[src/rtl/ysyx_23060229_wbu.sv]
// Writeback unit: two single-entry result slots (EXU, LSU) retired oldest-first onto the
// register-file write port, plus a pending-write scoreboard. Optional operand forwarding is
// compiled in with the YSYX_23060229_WB_FORWARD_EN macro.
module ysyx_23060229_wbu #(
    parameter int unsigned ADDR_WIDTH = 5,
    parameter int unsigned DATA_WIDTH = 32
) (
    input  logic                  clk_i,
    input  logic                  rst_ni,

    input  logic                  exu_valid_i,
    output logic                  exu_ready_o,
    input  logic                  exu_wen_i,
    input  logic [ADDR_WIDTH-1:0] exu_rd_i,
    input  logic [DATA_WIDTH-1:0] exu_data_i,

    input  logic                  lsu_valid_i,
    output logic                  lsu_ready_o,
    input  logic                  lsu_wen_i,
    input  logic [ADDR_WIDTH-1:0] lsu_rd_i,
    input  logic [DATA_WIDTH-1:0] lsu_data_i,

    output logic                  rf_wen_o,
    output logic [ADDR_WIDTH-1:0] rf_addr_o,
    output logic [DATA_WIDTH-1:0] rf_din_o,
    output logic                  commit_o,

    input  logic [ADDR_WIDTH-1:0] query_addr1_i,
    input  logic [ADDR_WIDTH-1:0] query_addr2_i,
`ifdef YSYX_23060229_WB_FORWARD_EN
    output logic                  fwd_valid1_o,
    output logic                  fwd_valid2_o,
    output logic [DATA_WIDTH-1:0] fwd_data1_o,
    output logic [DATA_WIDTH-1:0] fwd_data2_o,
`endif
    output logic                  busy1_o,
    output logic                  busy2_o
);

    // Slot state
    logic                  exu_vld_q, exu_vld_d;
    logic                  exu_wen_q, exu_wen_d;
    logic [ADDR_WIDTH-1:0] exu_rd_q, exu_rd_d;
    logic [DATA_WIDTH-1:0] exu_data_q, exu_data_d;

    logic                  lsu_vld_q, lsu_vld_d;
    logic                  lsu_wen_q, lsu_wen_d;
    logic [ADDR_WIDTH-1:0] lsu_rd_q, lsu_rd_d;
    logic [DATA_WIDTH-1:0] lsu_data_q, lsu_data_d;

    // 1: the LSU slot holds the older result; only meaningful with both slots occupied.
    logic                  age_q, age_d;

    // Output register
    logic                  rf_wen_q, rf_wen_d;
    logic [ADDR_WIDTH-1:0] rf_addr_q, rf_addr_d;
    logic [DATA_WIDTH-1:0] rf_din_q, rf_din_d;
    logic                  commit_q, commit_d;

    logic drain_exu, drain_lsu;
    logic acc_exu, acc_lsu;

    always_comb begin
        drain_exu   = exu_vld_q & (~lsu_vld_q | ~age_q);
        drain_lsu   = lsu_vld_q & (~exu_vld_q | age_q);
        exu_ready_o = ~exu_vld_q | drain_exu;
        lsu_ready_o = ~lsu_vld_q | drain_lsu;
        acc_exu     = exu_valid_i & exu_ready_o;
        acc_lsu     = lsu_valid_i & lsu_ready_o;
    end

    always_comb begin
        exu_vld_d  = exu_vld_q;
        exu_wen_d  = exu_wen_q;
        exu_rd_d   = exu_rd_q;
        exu_data_d = exu_data_q;
        if (acc_exu) begin
            exu_vld_d  = 1'b1;
            exu_wen_d  = exu_wen_i;
            exu_rd_d   = exu_rd_i;
            exu_data_d = exu_data_i;
        end else if (drain_exu) begin
            exu_vld_d  = 1'b0;
        end
    end

    always_comb begin
        lsu_vld_d  = lsu_vld_q;
        lsu_wen_d  = lsu_wen_q;
        lsu_rd_d   = lsu_rd_q;
        lsu_data_d = lsu_data_q;
        if (acc_lsu) begin
            lsu_vld_d  = 1'b1;
            lsu_wen_d  = lsu_wen_i;
            lsu_rd_d   = lsu_rd_i;
            lsu_data_d = lsu_data_i;
        end else if (drain_lsu) begin
            lsu_vld_d  = 1'b0;
        end
    end

    // Two fresh entries on one edge: LSU ranks older. A lone fresh entry is younger than
    // whatever the other slot still holds.
    always_comb begin
        age_d = age_q;
        if (acc_exu && acc_lsu) begin
            age_d = 1'b1;
        end else if (acc_exu) begin
            age_d = lsu_vld_d;
        end else if (acc_lsu) begin
            age_d = 1'b0;
        end
    end

    always_comb begin
        rf_wen_d  = 1'b0;
        commit_d  = 1'b0;
        rf_addr_d = rf_addr_q;
        rf_din_d  = rf_din_q;
        if (drain_exu) begin
            commit_d  = 1'b1;
            rf_wen_d  = exu_wen_q & (exu_rd_q != '0);
            rf_addr_d = exu_rd_q;
            rf_din_d  = exu_data_q;
        end else if (drain_lsu) begin
            commit_d  = 1'b1;
            rf_wen_d  = lsu_wen_q & (lsu_rd_q != '0);
            rf_addr_d = lsu_rd_q;
            rf_din_d  = lsu_data_q;
        end
    end

    always_ff @(posedge clk_i or negedge rst_ni) begin
        if (!rst_ni) begin
            exu_vld_q  <= 1'b0;
            exu_wen_q  <= 1'b0;
            exu_rd_q   <= '0;
            exu_data_q <= '0;
            lsu_vld_q  <= 1'b0;
            lsu_wen_q  <= 1'b0;
            lsu_rd_q   <= '0;
            lsu_data_q <= '0;
            age_q      <= 1'b0;
            rf_wen_q   <= 1'b0;
            rf_addr_q  <= '0;
            rf_din_q   <= '0;
            commit_q   <= 1'b0;
        end else begin
            exu_vld_q  <= exu_vld_d;
            exu_wen_q  <= exu_wen_d;
            exu_rd_q   <= exu_rd_d;
            exu_data_q <= exu_data_d;
            lsu_vld_q  <= lsu_vld_d;
            lsu_wen_q  <= lsu_wen_d;
            lsu_rd_q   <= lsu_rd_d;
            lsu_data_q <= lsu_data_d;
            age_q      <= age_d;
            rf_wen_q   <= rf_wen_d;
            rf_addr_q  <= rf_addr_d;
            rf_din_q   <= rf_din_d;
            commit_q   <= commit_d;
        end
    end

    assign rf_wen_o  = rf_wen_q;
    assign rf_addr_o = rf_addr_q;
    assign rf_din_o  = rf_din_q;
    assign commit_o  = commit_q;

    function automatic logic hit(input logic                  vld,
                                 input logic [ADDR_WIDTH-1:0] rd,
                                 input logic [ADDR_WIDTH-1:0] query);
        return vld & (rd == query) & (query != '0);
    endfunction

    logic exu_hit1, lsu_hit1, rf_hit1;
    logic exu_hit2, lsu_hit2, rf_hit2;

    // rf_wen_q already excludes x0, so the output register needs no separate wen term.
    always_comb begin
        exu_hit1 = hit(exu_vld_q & exu_wen_q, exu_rd_q, query_addr1_i);
        lsu_hit1 = hit(lsu_vld_q & lsu_wen_q, lsu_rd_q, query_addr1_i);
        rf_hit1  = hit(rf_wen_q, rf_addr_q, query_addr1_i);
        exu_hit2 = hit(exu_vld_q & exu_wen_q, exu_rd_q, query_addr2_i);
        lsu_hit2 = hit(lsu_vld_q & lsu_wen_q, lsu_rd_q, query_addr2_i);
        rf_hit2  = hit(rf_wen_q, rf_addr_q, query_addr2_i);
        busy1_o  = exu_hit1 | lsu_hit1 | rf_hit1;
        busy2_o  = exu_hit2 | lsu_hit2 | rf_hit2;
    end

`ifdef YSYX_23060229_WB_FORWARD_EN
    function automatic logic [DATA_WIDTH-1:0] pick(input logic                  young_hit,
                                                   input logic [DATA_WIDTH-1:0] young_data,
                                                   input logic                  old_hit,
                                                   input logic [DATA_WIDTH-1:0] old_data,
                                                   input logic                  reg_hit,
                                                   input logic [DATA_WIDTH-1:0] reg_data);
        if (young_hit) return young_data;
        if (old_hit)   return old_data;
        if (reg_hit)   return reg_data;
        return '0;
    endfunction

    // Youngest match wins: with age_q set the EXU slot is the younger one.
    always_comb begin
        fwd_valid1_o = busy1_o;
        fwd_valid2_o = busy2_o;
        if (age_q) begin
            fwd_data1_o = pick(exu_hit1, exu_data_q, lsu_hit1, lsu_data_q, rf_hit1, rf_din_q);
            fwd_data2_o = pick(exu_hit2, exu_data_q, lsu_hit2, lsu_data_q, rf_hit2, rf_din_q);
        end else begin
            fwd_data1_o = pick(lsu_hit1, lsu_data_q, exu_hit1, exu_data_q, rf_hit1, rf_din_q);
            fwd_data2_o = pick(lsu_hit2, lsu_data_q, exu_hit2, exu_data_q, rf_hit2, rf_din_q);
        end
    end
`endif

endmodule

[config.mk]
export PLATFORM = sky130hd
export DESIGN_NAME = ysyx_23060229_wbu
export DESIGN_NICKNAME = d
export VERILOG_FILES = /design/src/rtl/ysyx_23060229_wbu.sv
export SDC_FILE = /design/constraint.sdc
export NUM_CORES = 1
export LEC_CHECK = 0
export CORE_ASPECT_RATIO = 0.6
export CORE_MARGIN = 1.5
export CORE_UTILIZATION = 44
export DETAILED_ROUTE_END_ITERATION = 8
export PLACE_DENSITY = 0.79
export SYNTH_ARGS = -nofsm -noshare
export SYNTH_HDL_FRONTEND = slang
export SYNTH_SLANG_ARGS = --single-unit
[constraint.sdc]
create_clock -name clk_i -period 2.1 [get_ports clk_i]
set_input_delay 0.42 -clock clk_i [delete_from_list [all_inputs] [get_ports clk_i]]
set_output_delay 0.42 -clock clk_i [all_outputs]
set_load 0.005 [all_outputs]
After elaboration in Yosys (flattened, before gate mapping)
Index checks and enable logic that the tools add are counted.
{"block": "word_totals", "reg_bits": 118, "input_bits": 90, "word_cells": 73}
{"block": "classes", "eq_ne": 6, "muxes": 15, "bitwise": 31, "n_reduce_logical": 8}
{"cell": "two-way mux 32 bit", "n": 2}
{"cell": "== test 5 bit", "n": 6}
{"cell": "AND 1 bit", "n": 20}
{"cell": "nonzero test 5 bit", "n": 4}
{"cell": "two-way mux 1 bit", "n": 11}
{"cell": "two-way mux 5 bit", "n": 2}
{"cell": "OR 1 bit", "n": 8}
{"cell": "nonzero test 2 bit", "n": 2}
{"cell": "NOT 1 bit", "n": 3}
{"cell": "nonzero test 3 bit", "n": 1}
{"cell": "logical AND 1 bit", "n": 1}

Longest topological paths before layout
Gate-level depths: netlist (run 1).
{"block": "depth", "word_depth": 8, "depth_mapped": 6, "mapped_depth_nobuf": 4}

Worst setup path before layout (run 1)
OpenSTA, ideal clock, no wires.
{"block": "synth_path", "path_type": "reg2out", "from": "register exu_vld_q", "to": "output port busy1_o", "arrival_ns": 1.225, "t_required_ns": 1.680, "path_slack_ns": 0.455, "stages_incl_launch_ff": 6, "path_buffers": 2, "cell_sequence": "dfrtp_1 > buf_4 > buf_4 > nand2_1 > o32a_1 > a21oi_1"}
{"block": "synth_between", "elab_chain_cells": 5}
{"item": "start, declared", "line_no": "41", "text": "logic exu_vld_q, exu_vld_d;"}
{"item": "start signal, assigned", "line_no": "149", "text": "exu_vld_q <= exu_vld_d;"}
{"item": "AND 1 bit", "line_no": "181", "text": "exu_hit1 = hit(exu_vld_q & exu_wen_q, exu_rd_q, query_addr1_i);"}
{"item": "AND 1 bit (2 in a row)", "line_no": "173", "text": "return vld & (rd == query) & (query != '0);"}
{"item": "OR 1 bit (2 in a row)", "line_no": "187", "text": "busy1_o = exu_hit1 | lsu_hit1 | rf_hit1;"}
{"item": "end, declared", "line_no": "36", "text": "output logic busy1_o,"}
No other way between the ends.

Worst setup path in the final report (run 1)
{"block": "layout_path", "from": "register exu_rd_q[0]", "to": "output port busy1_o"}
{"block": "layout_between", "elab_chain_cells": 5}
{"item": "start, declared", "line_no": "43", "text": "logic [ADDR_WIDTH-1:0] exu_rd_q, exu_rd_d;"}
{"item": "start signal, assigned", "line_no": "151", "text": "exu_rd_q <= exu_rd_d;"}
{"item": "== test 5 bit", "line_no": "173"}
{"item": "AND 1 bit (2 in a row)", "line_no": "173"}
{"item": "OR 1 bit (2 in a row)", "line_no": "187"}
No other way between the ends.

==> metrics.cfg, run 1 <==
[status]
status=finished, violations left
violations=negative setup slack

[pwr]
p_clk_share_pct=36.5
max-vdd-ir-drop_mv=0.6702
power_density_mw_per_mm2=995.9
pwr-share-comb_pct=24.1
leakage_nw=3.209
switching_share_pct=26.45
switchingPower_mw=2.027
p_int_mw=5.638
power_frac_seq_pct=39.4

[cts]
clk_pin_slew_ns=0.05
cts_max_path_buffers=2
clk_latency_ns=0.40
tritoncts=yes
cts_htree_levels=4
cts_root_buf=clkbuf_16
clock-sinks=118
cts_buffers=17

[floorplanning]
placeableCoreArea_mm2=0.01156
rows=30
dieWidth_um=145.5
ios=133
die_y_um=88.49
die_area_mm2=0.01287
start_util_pct=46.35

[sta]
max_slew_margin_pct=65.14
setup_slack_ns=-0.06093
worst_pin_slew_ns=0.5230
rsz0062_at_grt=true
fmax_mhz=462.8
fin_crit_sh_pct=102.9
period_needed_ns=2.161
slew_violations=0
finalClockSkew_ns=0.007684
finalSetupViolations=2
hold_viol=0

[yosys]
synth_cell_types=28
synth_nets=526
ys_top_cells_by_area=dfrtp_1 (55%), mux2_2 (20%), nor2_1 (5.4%), o22ai_1 (4.3%), mux2_1 (4.2%)
syn_area_mm2=0.005359
synth_edf_count=0
yosys.area.top_type=dfrtp_1
post-synth-top-count-cell=dfrtp_1
async_reset_ff_share_pct=100.0
yosysSeqAreaShare_pct=55.10
synth_common_cells=dfrtp_1 (118), mux2_2 (93), nor2_1 (77)
synth-seq-cells=118
syn_avg_cell_area_um2=12.29
synth_top_flop_cell=dfrtp_1
ys.warnings.count=0
netlist.area_leader.share_pct=55.10
syn_inst=436

[worst_setup_path]
crit_buf_inv=2
cp-end-kind=output port
path_cells=buf_6 > xnor2_2 > nand4_1 > o32a_1 > a21oi_1 > buf_2
cp_max_fo=2
critical_path_class=reg2out
cp_slowest_cell=dfrtp_1
slowest_delay_ns=0.41
critical_path.top_delay_family=compound AO/OA/AOI/OAI gates
crit_path_start_kind=flip-flop
worstPathRequired_ns=1.68
critPathArrivalTime_ns=1.74

[cells_and_area]
diodes=0
syn2layout_area_growth_pct=43.64
design_area_mm2=0.007697
fin_nets=693
drive_above_1_share_pct=28.50

[flow_run]
maxCapViolations=0

[place]
dpl_cell_area_mm2=0.007089
pre_cts_ws_ns=-0.5336
io_buffers=132
gp_congestion=0.8948
dp_hpwl_mm=10.20

[global_routing]
grt.overflow.total=0
grt_pass1_wl_mm=23.50
grt_pass1_vias=4372
antenna_found_initial=1
grt_max_degree=41
track_usage_pct=24.27

[route]
wirelength_mm=14.60
dr.pass1.iters=4
ant_nets=0
vias=4110
drc_errors=0
drtIter0Drc=194
wl_per_cell_um=18.86
via_per_inst=5.310

[worst_hold_path]
hp-class=reg2reg

[flip-flops by register name (all words and copies together) (netlist names)]
register	flops
lsu_wen_q	1
exu_rd_q	5
exu_vld_q	1
rf_addr_o	5
exu_wen_q	1
lsu_data_q	32
lsu_vld_q	1
lsu_rd_q	5
rf_din_o	32
exu_data_q	32
age_q	1
commit_o	1
rf_wen_o	1
[layout make-up]
cell class | instances | area [um2]
timing repair buffer | 172 | 1669
inverter | 1 | 3.754
multi-input combinational | 293 | 2293
fill | 894 | 3864
clock buffer | 21 | 470.5
tap | 160 | 200.2
clock inverter | 9 | 102.6
sequential | 118 | 2958
[placed cells by master, fill, tap and decap left out, types with 2 or more instances in the layout]
cell / count
a21oi_1: 3
buf_12: 5
buf_2: 2
buf_4: 33
buf_6: 2
bufinv_16: 2
clkbuf_16: 17
clkbuf_8: 3
clkdlybuf4s50_1: 119
clkinv_2: 4
clkinvlp_4: 3
dfrtp_1: 114
dfrtp_2: 4
dlygate4sd2_1: 10
mux2_1: 20
mux2_2: 93
nand2_1: 5
nand2_2: 2
nand3_1: 4
nand4_1: 5
nor2_1: 77
nor4_1: 3
o21ai_0: 2
o22ai_1: 37
or4_1: 3
xnor2_1: 13
xnor2_2: 3
xor2_1: 14
[kinds of logic (layout without fill, tap and decap cells)]
kind of cell,Yosys count,after routing,share of synthesized area [%]
AOI/OAI and AO/OA,45,45,5.277
muxes,113,113,23.75
DFF,118,118,55.10
and+or+nand+nor,105,105,8.312
buffers and inverters,25,203,2.662
xor gates and xnor gates,30,30,4.903
[power by group through the flow]
stage	Clock (mW)	Combinational, mW	Sequential [mW]
6_report	2.80	1.85	3.02
5_1_grt	2.97	2.01	3.08
4_1_cts	2.85	1.86	3.02
3_5_place_dp	0	1.83	3.05
3_3_place_gp	0	1.78	3.03
2_1_floorplan	0	0.880	2.98
[layer usage]
metal / vias up / track usage, % / share of wire, %
li1: 1885 / - / -
met1: 2042 / 32.08 / 45
met2: 170 / 37.62 / 44
met3: 11 / 9.691 / 9.8
met4: 2 / 6.308 / 0.66
met5: - / 0 / 0.082
[worst paths after layout]
path | start | endpoint | slack [ns] | depth (start not counted)
max | exu_rd_q[0] | busy1_o | -0.06 | 6
min in group asynchronous | rst_ni | rf_din_o[30] | 0.55 | 2
max in group asynchronous | rst_ni | exu_data_q[24] | 0.95 | 3
min | lsu_data_q[2] | lsu_data_q[2] | 0.49 | 1
min reg2reg | lsu_data_q[2] | lsu_data_q[2] | 0.49 | 1
max reg2reg | lsu_vld_q | exu_data_q[20] | 0.33 | 5
[worst reg2reg max path: stages, from the launching register on]
cell	delay (ns)
dfrtp_2	0.37
buf_4	0.26
nand3_1	0.19
nand2_2	0.26
buf_12	0.22
mux2_2	0.37
[stage by stage]
step	power, mW	setup TNS, ns	std cells	hold slack [ns]	util (%)
3_3_place_gp	4.818	-1.004	741	0.4141	61.32
4_1_cts	7.734	-0.2325	774	0.4950	66.57
2_1_floorplan	3.862	0	436	0.1244	-
6_report	7.666	-0.07003	774	0.4908	66.58
3_5_place_dp	4.884	-0.9829	741	0.4230	61.32
5_1_grt	8.060	-0.2257	774	0.5135	66.58
[timing repair]
item | CTS | global route
endpoints found under the setup margin | 4 | 2
gates resized for setup | 24 | 1
pin swaps | 2 | 4
hold buffers | 1 | 0
endpoints found under the hold margin | 18 | 0
setup buffers | 2 | 0
Note: power is estimated with default switching activity, not from simulation.
==> run 2, diff against run 1 <==
==> constraint.sdc (replaced) <==
create_clock -name clk_i -period 2.1 [get_ports clk_i]
set_input_delay 0.315 -clock clk_i [delete_from_list [all_inputs] [get_ports clk_i]]
set_output_delay 0.315 -clock clk_i [all_outputs]
set_load 0.005 [all_outputs]
==> run 2 against run 1 <==
  * The flow now finishes without violations
  * Critical path depth did not move
  * Utilization up 0.087 points
  * Global-route usage fell by 0.31 points
  * Via count shrank 1.1%
  * Register-to-register slack got worse by 0.02 ns
  * Worst setup slack gained 0.14 ns
  * Flip-flop and latch count stayed put
  * Clock skew increased by 0.0025 ns
  * Maximum frequency rose by 7.1%
  * Sequential power about the same
  * First-iteration DRC count shrank 4.6%
  * Non-clock buffer count fell by 9
  * Largest cell class unchanged
==> metrics.cfg, run 2 (synthesis results as in run 1) <==
[sta]
worst_pin_slew_ns=0.3682
rsz0062_at_grt=false
setup_slack_ns=0.08223
max_slew_margin_pct=75.46
finalClockSkew_ns=0.01017
slew_violations=0
fmax_mhz=495.6
fin_crit_sh_pct=96.08
period_needed_ns=2.018
finalSetupViolations=0
hold_viol=0

[global_routing]
track_usage_pct=23.96
grt_pass1_wl_mm=23.34
antenna_found_initial=0
grt.overflow.total=0
grt_pass1_vias=4232
grt_max_degree=68

[floorplanning]
die_area_mm2=0.01287
dieWidth_um=145.5
ios=133
start_util_pct=46.35
placeableCoreArea_mm2=0.01156
rows=30
die_y_um=88.49

[worst_setup_path]
critical_path.top_delay_family=flip-flops
cp.depth=6
r2r_start=lsu_vld_q
path_cells=buf_6 > xor2_1 > nor4_2 > nand3_1 > o211ai_1 > buf_2
rr_endpoint=lsu_data_q[28]
slowest_delay_ns=0.42
crit_buf_inv=2
critical_path_class=reg2out
critPathArrivalTime_ns=1.70
cp-end-kind=output port
crit_path_start_kind=flip-flop
cp_slowest_cell=dfrtp_1
r2r_cells=5
cp_max_fo=4
worstPathRequired_ns=1.78
rrSetupSlack_ns=0.31

[route]
drc_errors=0
wirelength_mm=14.43
dr.pass1.iters=5
drtIter0Drc=185
vias=4064
wl_per_cell_um=18.81
via_per_inst=5.299
ant_nets=0

[worst_hold_path]
hp-class=in2async

[cells_and_area]
syn2layout_area_growth_pct=43.82
utilization_pct=66.67
drive_above_1_share_pct=28.38
nFillCells=885
final_common_cell=clkdlybuf4s50_1
fin_nets=684
final_cell_mix=clkdlybuf4s50_1 (127), dfrtp_1 (110), mux2_2 (93)

[cts]
cts_htree_levels=4
cts_max_path_buffers=2
tritoncts=yes
clock-sinks=118
clk_pin_slew_ns=0.06
cts_root_buf=clkbuf_16
clk_latency_ns=0.41
cts_buffers=17

[place]
pre_cts_ws_ns=-0.3369
gp_congestion=0.8594
dp_hpwl_mm=9.795
io_buffers=132

[pwr]
pwr-share-comb_pct=22.6
leakage_nw=3.187
power_density_mw_per_mm2=1034
power_mw=7.967
p_clk_share_pct=39.2
power_frac_seq_pct=38.2
max-vdd-ir-drop_mv=0.4980
switchingPower_mw=2.073
switching_share_pct=26.02
p_int_mw=5.894

[status]
status=finished, final reports clean

[flow_run]
maxCapViolations=0

run 2: cell types whose count changed in the layout (fill, tap and decap cells not counted), sizes merged, moves of 2 or more:
cell	change
clkbuf	-3
dlygate4sd2	-9
clkinv	+2
buf	-9
clkdlybuf4s50	+8
bufinv	+3
run 2: per-stage QoR:
stage / TNS, ns / instances / hold slack (ns) / cell area (um2)
floorplan: 0 / 436 / 0.01941 / 5359
global placement: -0.5893 / 732 / 0.1209 / 7009
detailed placement: -0.6057 / 732 / 0.1233 / 7009
CTS: 0 / 764 / 0.2418 / 7655
global route: 0 / 766 / 0.2530 / 7705
finish: 0 / 767 / 0.2513 / 7707
run 2: layer usage:
metal | vias up | GRT usage (%) | wire length, um
met5 | - | 0 | 0
met2 | 150 | 34.94 | 6304
met3 | 16 | 7.010 | 1083
li1 | 1865 | - | -
met1 | 2033 | 34.40 | 6882
met4 | 0 | 8.071 | 159
run 2: worst max path at each step:
| stage | end | slack, ns | start |
|---|---|---|---|
| global placement | busy1_o | -0.33 | query_addr1_i[0] |
| floorplan | busy1_o | 0.56 | exu_vld_q |
| finish | busy2_o | 0.08 | exu_rd_q[0] |
| CTS | busy1_o | 0.008 | exu_rd_q[2] |
| global route | busy1_o | 0.005 | rf_addr_o[2] |
| detailed placement | busy1_o | -0.34 | query_addr1_i[4] |
run 2: what timing repair did:
action / CTS / global route
hold buffers: 1 / 0
gates resized for setup: 13 / 9
endpoints found under the setup margin: 3 / 3
buffers inserted: 0 / 2
pin swaps: 2 / 6
endpoints found under the hold margin: 118 / 0
run 2: worst reg2reg max path, stage by stage (launching register included):
cell and delay (ns):
dfrtp_2 0.47, buf_4 0.32, nand2_1 0.16, nand2_2 0.13
buf_12 0.22, mux2_2 0.38
run 2: final cells by class:
cell class	instances	area [um2]	share of cell area [%]
Sequential cell	118	2963	38.44
Multi-Input combinational cell	293	2300	29.84
Timing Repair Buffer	163	1603	20.80
Clock buffer	18	429.2	5.568
Clock inverter	13	206.4	2.679
Tap cell	160	200.2	2.597
Inverter	1	3.754	0.04870
Antenna cell	1	2.502	0.03247
run 2: power groups by stage:
stage	Combinational [mW]	Clock, mW	Sequential, mW
2_1_floorplan	0.880	0	2.98
4_1_cts	1.79	3.18	3.04
5_1_grt	1.95	3.28	3.10
3_5_place_dp	1.77	0	3.06
3_3_place_gp	1.73	0	3.04
6_report	1.80	3.13	3.04
